==> src/rtl/tmr_degrading_voter.sv <==
// Purpose: bitwise 2-of-3 output voter that degrades TMR -> DMR -> FAIL as replicas misbehave.
// Latency: vote_o/detected_o combinational (1 cycle when TMR_VOTER_OUT_REG_EN is defined); state updates 1 cycle.
// Backpressure: none; a new triplicated word is accepted every cycle, and valid_i only gates fault bookkeeping.
module tmr_degrading_voter #(
    parameter int WIDTH  = 32,
    parameter int CNT_W  = 8,
    parameter int THRESH = 4
) (
    input  logic             clk,
    input  logic             rst,
    input  logic [WIDTH-1:0] in1_i,
    input  logic [WIDTH-1:0] in2_i,
    input  logic [WIDTH-1:0] in3_i,
    input  logic             valid_i,
    input  logic             clr_i,
    output logic [WIDTH-1:0] vote_o,
    output logic             detected_o,
    output logic [1:0]       mode_o,
    output logic [1:0]       excl_id_o,
    output logic [2:0]       fault_sticky_o,
    output logic [CNT_W-1:0] err_cnt1_o,
    output logic [CNT_W-1:0] err_cnt2_o,
    output logic [CNT_W-1:0] err_cnt3_o,
    output logic             fail_o
);

    // A threshold of 0 would exclude a replica before it ever failed; one
    // above the saturation value could never be reached.
    if (THRESH < 1 || longint'(THRESH) > ((64'd1 << CNT_W) - 64'd1)) begin : g_bad_thresh
        $error("tmr_degrading_voter: THRESH outside 1..2^CNT_W-1");
    end

    typedef enum logic [1:0] {
        MODE_TMR  = 2'd0,
        MODE_DMR  = 2'd1,
        MODE_FAIL = 2'd2
    } mode_t;

    localparam logic [CNT_W-1:0] CNT_MAX = '1;
    localparam logic [CNT_W-1:0] THR     = CNT_W'(THRESH);
    localparam logic [1:0]       EXCL_NONE = 2'd3;

    mode_t            mode_q, mode_d;
    logic [1:0]       excl_q, excl_d;
    logic [2:0]       sticky_q, sticky_d;
    logic [CNT_W-1:0] cnt_q [3];
    logic [CNT_W-1:0] cnt_d [3];

    logic [WIDTH-1:0] maj;
    logic [WIDTH-1:0] rep_a;
    logic [WIDTH-1:0] rep_b;
    logic [2:0]       keep_mask;
    logic [2:0]       dis;
    logic [WIDTH-1:0] vote_c;
    logic             det_c;

    assign maj       = (in1_i & in2_i) | (in1_i & in3_i) | (in2_i & in3_i);
    assign keep_mask = ~(3'b001 << excl_q);

    // Pick the surviving pair once a replica is excluded; A is the lower index.
    always_comb begin
        rep_a = in1_i;
        rep_b = in2_i;
        case (excl_q)
            2'd0: begin
                rep_a = in2_i;
                rep_b = in3_i;
            end
            2'd1: begin
                rep_a = in1_i;
                rep_b = in3_i;
            end
            default: ;
        endcase
    end

    // Per-replica disagreement: against the majority in TMR, pairwise A/B afterwards.
    always_comb begin
        dis = 3'b000;
        if (mode_q == MODE_TMR) begin
            dis[0] = (in1_i != maj);
            dis[1] = (in2_i != maj);
            dis[2] = (in3_i != maj);
        end else if (rep_a != rep_b) begin
            dis = keep_mask;
        end
    end

    assign vote_c = (mode_q == MODE_TMR) ? maj : rep_a;
    assign det_c  = ~rst & valid_i & (|dis);

    // Next-state: clear first, then valid-gated counting and mode degradation.
    always_comb begin
        mode_d   = mode_q;
        excl_d   = excl_q;
        sticky_d = sticky_q;
        cnt_d    = cnt_q;
        if (clr_i) begin
            mode_d   = MODE_TMR;
            excl_d   = EXCL_NONE;
            sticky_d = 3'b000;
            cnt_d    = '{default: '0};
        end else if (valid_i) begin
            for (int k = 0; k < 3; k++) begin
                if (dis[k]) begin
                    if (cnt_q[k] != CNT_MAX) begin
                        cnt_d[k] = cnt_q[k] + CNT_W'(1);
                    end
                    sticky_d[k] = 1'b1;
                end
            end
            case (mode_q)
                MODE_TMR: begin
                    // Descending scan so the lowest index wins a tie.
                    for (int k = 2; k >= 0; k--) begin
                        if (dis[k] && (cnt_d[k] >= THR)) begin
                            mode_d = MODE_DMR;
                            excl_d = 2'(k);
                        end
                    end
                end
                MODE_DMR: begin
                    if (|dis) begin
                        mode_d = MODE_FAIL;
                    end
                end
                default: ;
            endcase
        end
    end

    // State register; reset overrides every other update.
    always_ff @(posedge clk) begin
        if (rst) begin
            mode_q   <= MODE_TMR;
            excl_q   <= EXCL_NONE;
            sticky_q <= 3'b000;
            cnt_q    <= '{default: '0};
        end else begin
            mode_q   <= mode_d;
            excl_q   <= excl_d;
            sticky_q <= sticky_d;
            cnt_q    <= cnt_d;
        end
    end

`ifdef TMR_VOTER_OUT_REG_EN
    logic [WIDTH-1:0] vote_q;
    logic             det_q;

    // Retime the voted word and the detect flag by one cycle.
    always_ff @(posedge clk) begin
        if (rst) begin
            vote_q <= '0;
            det_q  <= 1'b0;
        end else begin
            vote_q <= vote_c;
            det_q  <= det_c;
        end
    end

    assign vote_o     = vote_q;
    assign detected_o = det_q;
`else
    assign vote_o     = vote_c;
    assign detected_o = det_c;
`endif

    assign mode_o         = mode_q;
    assign excl_id_o      = excl_q;
    assign fault_sticky_o = sticky_q;
    assign err_cnt1_o     = cnt_q[0];
    assign err_cnt2_o     = cnt_q[1];
    assign err_cnt3_o     = cnt_q[2];
    assign fail_o         = (mode_q == MODE_FAIL);

endmodule

==> config.mk <==
export PLATFORM = sky130hd
export DESIGN_NAME = tmr_degrading_voter
export DESIGN_NICKNAME = d
export VERILOG_FILES = /design/src/rtl/tmr_degrading_voter.sv
export SDC_FILE = /design/constraint.sdc
export NUM_CORES = 1
export LEC_CHECK = 0
export ABC_CLOCK_PERIOD_IN_PS = 3200
export BUFFER_PORTS_ARGS = -buffer_cell sky130_fd_sc_hd__buf_4
export CORE_ASPECT_RATIO = 1.75
export CORE_MARGIN = 4
export CORE_UTILIZATION = 48
export DETAILED_ROUTE_END_ITERATION = 8
export HOLD_SLACK_MARGIN = 0.12
export PLACE_DENSITY = 0.75
export SYNTH_ARGS = -nofsm -noshare
export SYNTH_HDL_FRONTEND = slang
export SYNTH_SLANG_ARGS = --single-unit
==> constraint.sdc <==
create_clock -name clk -period 3.2 [get_ports clk]
set_input_delay 0.16 -clock clk [delete_from_list [all_inputs] [get_ports clk]]
set_output_delay 0.16 -clock clk [all_outputs]
set_load 0.02 [all_outputs]
# Yosys cells after proc, flatten, opt, wreduce, memory -nomap -nowiden
# Index checks and enable logic that the tools add are counted.
totals:
  register_bits: 31
  latchBits: 0
  ram_bits: 0
  rom_bits: 0
  in_bits: 100
  output_inout_bits: 65
  elab_cells: 76
  n_memories: 0
classes:
  addsub: 3
  mul: 0
  div: 0
  magnitude_cmp: 3
  eq_ne: 12
  shift: 1
  muxes: 25
  n_bitwise: 9
  n_reduce_logical: 15
op_table:
  columns: ["cell", "count"]
  rows:
  - ["inequality test 32 bit", 4]
  - ["bitwise AND 32 bit", 3]
  - ["2-to-1 mux 32 bit", 3]
  - ["2-to-1 mux 8 bit", 12]
  - ["bitwise OR 32 bit", 2]
  - ["adder 8 x 1 -> 8 bit (second input constant)", 3]
  - ["greater-or-equal comparator 8 x 3 -> 1 bit (second input constant)", 3]
  - ["inequality test 8 bit (second input constant)", 3]
  - ["2-to-1 mux 2 bit", 7]
  - ["2-to-1 mux 3 bit", 2]
  - ["AND reduction 2 bit", 3]
  - ["equality test 2 x 1 -> 1 bit (second input constant)", 2]
  - ["zero test 2 bit", 2]
  - ["inequality test 4 x 1 -> 1 bit (second input constant)", 1]
  - ["case mux 2 bit (2 select lines)", 1]
  - ["AND reduction 4 bit", 1]
  - ["OR reduction 2 bit", 2]
  - ["logical AND 1 bit", 3]
  - ["inverter 3 bit", 1]
  - ["AND reduction 3 bit", 1]
  - ["nonzero test 3 bit", 1]
  - ["OR reduction 3 bit", 1]
  - ["<< shifter 1 x 2 -> 3 bit (first input constant)", 1]
  - ["bitwise AND 1 bit", 2]
  - ["4 further kinds", 4]

# Logic depth before layout (Yosys ltp)
# Gate-level depths: netlist of run 1.
logic_depth:
  word_depth: 15
  ltp_mapped: 12
  depth_no_buf: 10

# Worst setup path after synthesis of run 1
# No wires, ideal clock.
synth_path:
  path_type: "flip-flop to flip-flop"
  startpoint: "register excl_q[0], in the netlist excl_id_o[0]"
  endpoint: "register cnt_q, in the netlist err_cnt2_o[7]"
  setup_ps: 116
  arrival_time_ps: 2397
  setup_slack_ps: 687
  stages_incl_launch_ff: 12
  path_cell_list: "dfxtp_1 buf_2 buf_4 mux2i_1 xnor2_1 nor4_1 nand3_1 a22oi_4 a21oi_2 o211ai_4 or4_1 o211a_1"
synth_via:
  elab_chain_len: 9
  word_cells_on_any_way: 13
  cone_classes: "eq/ne: 2; shift: 1; mux: 7; bitwise: 1; reduce/logical: 2"
synth_lines:
  columns: ["item", "line_no", "rtl"]
  rows:
  - ["start, declared", "44", "logic [1:0] excl_q, excl_d;"]
  - ["start signal, assigned", "141", "excl_q <= excl_d;"]
  - ["equality test 2 x 1 -> 1 bit / zero test 2 bit (equally long branches)", "64", "case (excl_q)"]
  - ["OR reduction 2 bit (no line)", null, null]
  - ["2-to-1 mux 32 bit", "64", null]
  - ["inequality test 32 bit", "84", "end else if (rep_a != rep_b) begin"]
  - ["2-to-1 mux 3 bit (*)", "84", null]
  - ["2-to-1 mux 3 bit (*)", "80", "if (mode_q == MODE_TMR) begin"]
  - ["2-to-1 mux 8 bit (*)", "105", "if (dis[k]) begin"]
  - ["2-to-1 mux 8 bit (*)", "103", "end else if (valid_i) begin"]
  - ["2-to-1 mux 8 bit (*)", "98", "if (clr_i) begin"]
  - ["end signal, assigned", "143", "cnt_q <= cnt_d;"]
  - ["end, declared", "46", "logic [CNT_W-1:0] cnt_q [3];"]
# Every way passes the cells marked *; elsewhere a longest branch is shown, timed or not. The select of a mux whose other input is x is not followed.
# A chain may end at the register's enable or synchronous reset.

# Worst setup path in the final report of run 1
layout_path:
  startpoint: "register excl_q[0], in the netlist excl_id_o[0]"
  endpoint: "output detected_o"
layout_via:
  elab_chain_len: 8
  word_cells_on_any_way: 12
  cone_classes: "eq/ne: 2; shift: 1; mux: 4; bitwise: 2; reduce/logical: 3"
layout_lines:
  columns: ["item", "line_no", "rtl"]
  rows:
  - ["equality test 2 x 1 -> 1 bit / zero test 2 bit (equally long branches)", "64", null]
  - ["OR reduction 2 bit (no line)", null, null]
  - ["2-to-1 mux 32 bit", "64", null]
  - ["inequality test 32 bit", "84", null]
  - ["2-to-1 mux 3 bit (*)", "84", null]
  - ["2-to-1 mux 3 bit (*)", "80", null]
  - ["OR reduction 3 bit (*)", "90", "assign det_c = ~rst & valid_i & (|dis);"]
  - ["bitwise AND 1 bit (*)", "90", null]
  - ["end, declared", "17", "output logic detected_o,"]
# Every way passes the cells marked *; elsewhere a longest branch is shown, timed or not.

==> results of run 1 <==
## cell type report
type / count / area, µm² / share of cell area
clock buffers: 6 / 139 / 0.0199
flip-flops and latches: 31 / 622 / 0.0892
multi-input cells: 688 / 4580 / 0.657
well taps: 135 / 169 / 0.0242
repair buffers: 174 / 1320 / 0.189
inverters: 29 / 109 / 0.0156
clock inverters: 2 / 35.0 / 0.00502
## state kept, by name, indices dropped and copies added, names as in the netlist
register / count
err_cnt1_o: 8
err_cnt2_o: 8
err_cnt3_o: 8
excl_id_o: 2
fault_sticky_o: 3
mode_o: 2
## per-stage QoR
stage | instance area (µm²) | power (W) | cells
after floorplan | 5640 | 0.000829 | 823
final | 6970 | 0.00172 | 1065
after global routing | 6970 | 0.00179 | 1065
after CTS | 6970 | 0.00171 | 1065
after detailed placement | 6790 | 0.00115 | 1057
after global placement | 6790 | 0.00115 | 1057
## cell usage after synthesis (all sizes together) (6+ instances only)
master	instances	area [µm²]
nor3b	24	180
nor4	13	93.8
buf	29	165
mux2i	41	410
nand2	88	330
o2111ai	8	82.6
nand3	31	170
a31oi	13	87.6
nand2b	10	62.6
clkbuf	46	174
a21oi	37	189
or2	21	131
o21ai	43	219
dfxtp	31	621
xnor2	30	263
nand3b	25	200
a2111oi	12	130
inv	29	109
xor2	22	193
and3	13	86.3
nand4	17	113
o211ai	8	73.8
nor2b	25	156
and3b	6	52.6
o22ai	7	43.8
and2	7	43.8
a22oi	8	73.8
nor2	68	255
or3	6	37.5
nor3	20	100
a32oi	19	166
## worst min-delay path by stage
stage	from	endpoint	slack [ns]
after global routing	clr_i	err_cnt1_o[5]	0.17
final	clr_i	err_cnt1_o[5]	0.16
after global placement	fault_sticky_o[2]	fault_sticky_o[2]	0.45
after CTS	clr_i	err_cnt1_o[5]	0.16
after detailed placement	clr_i	err_cnt1_o[5]	0.45
after floorplan	clr_i	err_cnt2_o[3]	0.34
## report_power, final
| part | total (W) | switching, W | leakage [nW] | internal, W |
|---|---|---|---|---|
| logic | 0.000757 | 0.000442 | 2.77 | 0.000314 |
| registers | 0.000396 | 0.00000506 | 0.250 | 0.000391 |
| clock network | 0.000565 | 0.000179 | 0.0868 | 0.000387 |
## what timing repair did
| item | 4_1_cts | 5_1_grt |
|---|---|---|
| endpoints found under the setup margin | 0 | 1 |
| hold buffers | 0 | 0 |
| buffers inserted | 0 | 0 |
| endpoints found under the hold margin | 0 | 0 |
| resized for setup | 0 | 2 |
## logic make-up after synthesis
family / share of synthesized area
xor gates and xnor gates: 0.0808
DFF: 0.110
muxes: 0.0728
adders and majority gates: 0.00666
buffers and inverters: 0.0795
AOI/OAI and AO/OA: 0.272
and+or+nand+nor: 0.379
## per-layer routing
layer / vias to the layer above / part of all wire / GRT usage
met5: - / 0 / 0
met4: 0 / 0.084 / 0.258
met3: 93 / 0.043 / 0.0293
met2: 266 / 0.53 / 0.639
met1: 3165 / 0.34 / 0.310
li1: 3243 / - / -
## worst max-delay path: cells and delay by family (launching register included)
kind / cells / cell delay, ns
simple gates: 4 / 0.97
compound gates: 2 / 0.49
buf+inv: 2 / 0.43
flops: 1 / 0.34
mux: 1 / 0.25
xor+xnor: 1 / 0.14
==> impl_metrics.ini, run 1 <==
[run_status]
status = finished clean

[global_route]
antenna_found_initial = 0
grt_pass1_wl_mm = 34.8
grt_overflow = 0
globalRouteTotalUtil = 0.327
grt_max_degree = 41
grt_pass1_vias = 6479

[timing]
fin_ws_ns = 0.110
skew_ns = 0.00335
slew_viol_final = 0
hold_viol = 0
max_freq_ghz = 0.324
relSlewSlack = 0.219
timing.final.crit_share = 0.965
setup_viol = 0
tns_ns = 0
worst_slew_pin_slew_ns = 1.17
fin_hold_ws_ns = 0.162
finalCriticalPeriod_ns = 3.09
rsz0062_at_grt = no

[place]
pre_cts_ws_ns = 0.315
portBuffers = 164
post-dp-hpwl_mm = 19.0
routabilityCongestion = 1.06

[critical_path]
cp.required_ns = 3.04
cp.arrival_ns = 2.93
worstPathMaxFanout = 40
end_kind = output pin
crit_slowest_cell = dfxtp_2
rr_endpoint = excl_id_o[1]
critical-path-max-stage-delay_ns = 0.34
crit_path_start = excl_id_o[0]
worstRegToRegCells = 10
crit_chain = buf_12 > mux2i_1 > xnor2_1 > nor4_1 > nand4_1 > a22oi_4 > nand3_2 > o311ai_2 > nor2_1 > buf_4
cp-start-kind = flop
regToRegSetupSlack_ns = 0.30
r2r-start = excl_id_o[0]
critPathKind = flop to output pin
cp-endpoint = detected_o

[detailed_routing]
first_pass_iters = 5
num_vias = 6767
first_iter_violations = 417
wire_per_inst_um = 21.8
drtAntennaViolNets = 0
drc = 0
drt_wl_total_mm = 23.3
viasPerCell = 6.35

[layout]
drive_above_1_share = 0.241
mostFrequentLayoutCells = buf_4 (173), nand2_1 (88), nor2_1 (67), mux2i_1 (41), o21ai_0 (38)
nFillCells = 1149
antenna_cells = 0
final_common_cell = buf_4
area_growth_pct = 23.7
fin_nets = 1032
utilization = 0.605

[synthesis]
postSynth.asyncResetShare = 0
syn_avg_cell_area_um2 = 6.85
synth-edff-count = 0
synthCells = 823
syn_nets = 926
synth-seq-cells = 31
synthFlopType = dfxtp_1
ys_seq_area_frac = 0.110
yosysWarningCount = 0
syn_area_um2 = 5640
synth_cell_type_count = 88

[floorplanning]
core_um2 = 11500
die_area_um2 = 13600
die_w_um = 89.9
start_util = 0.489
rows = 52
ios = 165
die_h_um = 151

[cts]
cts.sinks = 31
root_buffer = clkbuf_16
worst_skew_pair.late_latency_ns = 0.28
cts_tree = built
htreeDepth = 2
clk_pin_slew_ns = 0.05
cts_buffer_depth = 2
cts_made_buffers = 5

[power]
powerDensity_nw_per_um2 = 246
vdd_ir_drop_max_v = 0.000192
power_leakage_nw = 3.11

[hold_path]
hold_depth = 3
min_path_type = primary input to flop

[run]
cap_violations = 0
Power figures use the tool's default switching activity.
==> run 2: changes to the inputs <==
--- a/config.mk
+++ b/config.mk
@@ -5,7 +5,7 @@
 export SDC_FILE = /design/constraint.sdc
 export NUM_CORES = 1
 export LEC_CHECK = 0
-export ABC_CLOCK_PERIOD_IN_PS = 3200
+export ABC_AREA = 1
 export BUFFER_PORTS_ARGS = -buffer_cell sky130_fd_sc_hd__buf_4
 export CORE_ASPECT_RATIO = 1.75
 export CORE_MARGIN = 4
==> run 2 against run 1 <==
  * Cell count up 36%
  * Count of clock-buffer cells in the layout increased by 2
  * Sequential cell count stayed put
  * Critical path depth grew 9
  * Die area shrank 0.80%
  * Via count is 21% higher
  * Sequential power rose by 6.6%
  * Combinational power up 31%
  * Non-clock buffer count up 10
  * Clock power down 10%
  * Largest cell class unchanged
  * Largest power group unchanged
==> impl_metrics.ini, run 2 <==
[critical_path]
cp.required_ns = 3.04
cp.arrival_ns = 2.78
crit_top_cell = nand2_1
cp-start-kind = flop
worstPathMaxFanout = 10
critPathKind = flop to output pin
crit_slowest_cell = dfxtp_4
end_kind = output pin
critical-path-max-stage-delay_ns = 0.39
crit_chain = nor2_2 > buf_6 > buf_6 > nand2_1 > nand2_1 > nand2_1 > nand2_1 > nand2_1 > nor2_2 > nand2_1 > nor2_1 > nand2_2 > nand2_1 > nand2_2 > nand2_4 > nand3_2 > nand2_1 > inv_1 > buf_4

[global_route]
antenna_found_initial = 0
grt_pass1_wl_mm = 37.2
globalRouteTotalUtil = 0.357
grt_max_degree = 68
grt_overflow = 0
grt_pass1_vias = 7610

[synthesis]
ys_seq_area_frac = 0.111
postSynth.asyncResetShare = 0
synthCells = 1150
syn_nets = 1253
synth_top_area_cell = nand2_1
syn_avg_cell_area_um2 = 4.86
synthFlopType = dfxtp_1
synth_most_common_cell = nand2_1
synth_cell_type_count = 35
syn_area_um2 = 5590
synth-edff-count = 0
yosys-top-cells-count = nand2_1 (403), inv_1 (192), o21ai_0 (138)
synth_area_leaders = nand2_1 (27%), inv_1 (13%), o21ai_0 (12%)
synth-seq-cells = 31
yosysWarningCount = 0
synth_top_area_share = 0.271

[detailed_routing]
first_iter_violations = 519
drt_wl_total_mm = 24.4
viasPerCell = 5.66
drtAntennaViolNets = 0
first_pass_iters = 6
wire_per_inst_um = 16.9
num_vias = 8184
drc = 0

[cts]
worst_skew_pair.late_latency_ns = 0.28
htreeDepth = 2
cts_buffer_depth = 2
root_buffer = clkbuf_16
cts_made_buffers = 5
cts.sinks = 31
cts_tree = built
clk_pin_slew_ns = 0.06

[timing]
finalCriticalPeriod_ns = 2.94
hold_viol = 0
setup_viol = 0
fin_ws_ns = 0.257
skew_ns = 0.00583
relSlewSlack = 0.487
rsz0062_at_grt = yes
worst_slew_pin_slew_ns = 0.768
max_freq_ghz = 0.340
slew_viol_final = 0
timing.final.crit_share = 0.920

[floorplanning]
die_w_um = 89.6
rows = 51
start_util = 0.497
die_h_um = 151
die_area_um2 = 13500
ios = 165
core_um2 = 11200

[hold_path]
min_path_type = primary input to flop

[layout]
nFillCells = 1198
antenna_cells = 0
final_common_cell = nand2_1
area_growth_pct = 29.0
seq_area_um2 = 626
multi_input_area_um2 = 4110
mostFrequentLayoutCells = nand2_1 (401), inv_1 (192), buf_4 (179), o21ai_0 (138), nor2_1 (100)
drive_above_1_share = 0.165
final_area_um2 = 7210
fin_nets = 1416

[place]
routabilityCongestion = 1.04
post-dp-hpwl_mm = 20.2
place_area_um2 = 6960
pre_cts_ws_ns = 0.131
portBuffers = 164

[power]
vdd_ir_drop_max_v = 0.000392
powerDensity_nw_per_um2 = 266
power_leakage_nw = 4.13

[run]
cap_violations = 0

[run_status]
status = finished clean
run 2: final cells by class:
class                   instances  share of cell area
flip-flops and latches         31              0.0868
well taps                     132              0.0229
multi-input cells             897               0.570
repair buffers                184               0.197
inverters                     194               0.101
clock buffers                   8              0.0217
run 2: cells by family (layout without fill, tap and decap cells):
group	after synthesis	after routing	synth area share
AND/OR/NAND/NOR	640	641	0.467
XOR/XNOR	6	6	0.00941
buffers and inverters	223	386	0.162
AO/OA/AOI/OAI	247	247	0.243
adder cells (fa/ha/maj)	3	3	0.00672
flip-flops	31	31	0.111
run 2: per-layer routing:
layer	GRT usage	share of wire
met1	0.369	0.33
met2	0.619	0.50
met3	0.0405	0.069
met4	0.293	0.094
met5	0	0
run 2: final timing paths:
| check | to | startpoint | slack [ns] | depth (start not counted) |
|---|---|---|---|---|
| max reg2reg | excl_id_o[0] | excl_id_o[1] | 0.28 | 24 |
| min | err_cnt3_o[5] | valid_i | 0.20 | 3 |
| max | detected_o | excl_id_o[1] | 0.26 | 19 |
| min reg2reg | fault_sticky_o[2] | fault_sticky_o[2] | 0.46 | 2 |
run 2: what timing repair did:
action,4_1_cts,5_1_grt
setup endpoints to repair,1,9
resized for setup,1,13
cloned,0,2
pin swaps,0,2
hold buffers,0,0
buffers inserted,0,1
run 2: report_power, final:
group	switching [W]	leakage (nW)	internal [W]	total, W
clock network	0.000175	0.0772	0.000331	0.000506
registers	0.0000201	0.253	0.000402	0.000422
logic	0.000623	3.80	0.000367	0.000991
total	0.000819	4.13	0.00110	0.00192
run 2: metrics by stage:
stage | util | instances | TNS, ns | hold WS [ns] | total power, W
final | 0.642 | 1446 | 0 | 0.202 | 0.00192
after global routing | 0.642 | 1446 | -0.0122 | 0.213 | 0.00204
after CTS | 0.634 | 1443 | 0 | 0.199 | 0.00190
after detailed placement | 0.620 | 1435 | 0 | 0.450 | 0.00139
after global placement | 0.620 | 1435 | 0 | 0.447 | 0.00139
after floorplan | - | 1150 | 0 | 0.303 | 0.000976
run 2: critical path: cells and delay by family (launching register included):
| family | cells | cell delay [ns] |
|---|---|---|
| buffers and inverters | 4 | 0.50 |
| and+or+nand+nor | 15 | 1.60 |
| DFF | 1 | 0.39 |
==> run 3: changes to the inputs <==
--- a/config.mk
+++ b/config.mk
@@ -7,7 +7,6 @@
 export LEC_CHECK = 0
 export ABC_AREA = 1
 export BUFFER_PORTS_ARGS = -buffer_cell sky130_fd_sc_hd__buf_4
-export CORE_ASPECT_RATIO = 1.75
 export CORE_MARGIN = 4
 export CORE_UTILIZATION = 48
 export DETAILED_ROUTE_END_ITERATION = 8
==> run 3 against run 2 <==
  * Highest routed layer unchanged
  * Register-to-register slack hardly changed
  * Sequential share of layout area barely moved
  * Sequential power hardly changed
  * Global-route usage decreased by 2.9 points
==> impl_metrics.ini, run 3 (synthesis results as in run 2) <==
[floorplanning]
start_util = 0.489
core_um2 = 11400
die_area_um2 = 13400
ios = 165
die_h_um = 116
rows = 39
die_w_um = 116

[layout]
fin_nets = 1408
drive_above_1_share = 0.156
final_common_cell = nand2_1
mostFrequentLayoutCells = nand2_1 (403), inv_1 (192), buf_4 (174), o21ai_0 (138), nor2_1 (102)
utilization = 0.624
area_growth_pct = 27.6
final_area_um2 = 7130
nFillCells = 1226
antenna_cells = 0

[detailed_routing]
first_pass_iters = 8
first_iter_violations = 991
drtAntennaViolNets = 0
drt_wl_total_mm = 22.9
wire_per_inst_um = 15.8
viasPerCell = 5.57
drc = 0
num_vias = 8070

[critical_path]
worstPathMaxFanout = 34
critPathKind = flop to output pin
rr_endpoint = excl_id_o[1]
cp-start-kind = flop
end_kind = output pin
crit_top_cell = nand2_1
worstRegToRegCells = 22
cp.required_ns = 3.04
regToRegSetupSlack_ns = 0.29
critical-path-max-stage-delay_ns = 0.36
crit_chain = buf_4 > nand2_1 > o21ai_0 > nand3_1 > nand2_1 > nand3_1 > nor2_1 > nand2_1 > nor2_1 > nand2_1 > nand2_1 > nand2_2 > nand2_2 > nand3_1 > nand2_1 > inv_1 > buf_4
cp.arrival_ns = 2.80
r2r-start = excl_id_o[1]
crit_slowest_cell = dfxtp_2

[run_status]
status = finished clean

[global_route]
grt_max_degree = 36
antenna_found_initial = 0
globalRouteTotalUtil = 0.328
grt_pass1_wl_mm = 35.5
grt_pass1_vias = 7124
grt_overflow = 0

[run]
cap_violations = 0

[power]
vdd_ir_drop_max_v = 0.000280
power_leakage_nw = 4.08
powerDensity_nw_per_um2 = 265

[cts]
cts_made_buffers = 5
root_buffer = clkbuf_16
clk_pin_slew_ns = 0.06
worst_skew_pair.late_latency_ns = 0.27
cts_buffer_depth = 2
cts.sinks = 31
htreeDepth = 2
cts_tree = built

[hold_path]
min_path_type = primary input to flop
min_to = err_cnt2_o[5]
hold_start = valid_i
hold_depth = 3

[place]
place_area_um2 = 6950
routabilityCongestion = 1.04
portBuffers = 164
post-dp-hpwl_mm = 18.8

[timing]
timing.final.crit_share = 0.924
slew_viol_final = 0
fin_hold_ws_ns = 0.186
rsz0062_at_grt = no
hold_viol = 0
relSlewSlack = 0.509
tns_ns = 0
skew_ns = 0.00830
worst_slew_pin_slew_ns = 0.736
finalCriticalPeriod_ns = 2.96
setup_viol = 0
max_freq_ghz = 0.338
run 3: cell count changes in the layout (fill, tap and decap cells not counted), sizes merged:
cell	delta
buf	-6
clkbuf	-2
clkinvlp	+1
nand2	-1
run 3: area by class of cell:
type,count,area [µm²],share of cell area
multi-input combinational,896,4080,0.573
timing repair buffer,177,1360,0.190
inverter,194,728,0.102
sequential,31,622,0.0872
tap,143,179,0.0251
clock buffer,7,153,0.0214
clock inverter,1,7.51,0.00105
run 3: how the worst max path moves through the flow:
stage	depth (start not counted)	startpoint	slack, ns	end
floorplan	26	excl_id_o[1]	0.71	excl_id_o[0]
finish	17	excl_id_o[1]	0.24	detected_o
global placement	24	excl_id_o[0]	0.36	excl_id_o[1]
CTS	19	excl_id_o[0]	0.21	detected_o
detailed placement	24	excl_id_o[0]	0.31	excl_id_o[1]
global route	24	excl_id_o[0]	0.01	excl_id_o[1]
run 3: critical path, delay by kind of cell, from the launching register on:
family,cells,cell delay [ns]
buffers and inverters,3,0.50
AO/OA/AOI/OAI,1,0.12
flip-flops,1,0.36
AND/OR/NAND/NOR,13,1.52
run 3: timing repair:
action	CTS	global route
resized for setup	0	4
setup endpoints to repair	0	4
hold buffers	0	0
endpoints found under the hold margin	0	0
setup buffers	0	0
run 3: stage by stage:
step	std cells	worst slack (ns)	power [W]
6_report	1449	0.242	0.00189
5_1_grt	1449	0.0135	0.00201
4_1_cts	1449	0.210	0.00188
3_5_place_dp	1441	0.311	0.00138
3_3_place_gp	1441	0.360	0.00138
2_1_floorplan	1150	0.706	0.000976
run 3: where the power goes:
| group | switching [W] | leakage [nW] | internal, W |
|---|---|---|---|
| clock | 0.000168 | 0.0761 | 0.000330 |
| sequential | 0.0000173 | 0.253 | 0.000402 |
| combinational | 0.000612 | 3.75 | 0.000361 |
run 3: routing by layer:
metal / GRT usage / vias up / wire, µm
met5: 0 / - / 0
met4: 0.111 / 0 / 769
met3: 0.0465 / 54 / 2310
met2: 0.555 / 456 / 10500
met1: 0.428 / 3542 / 9360
li1: - / 4018 / -
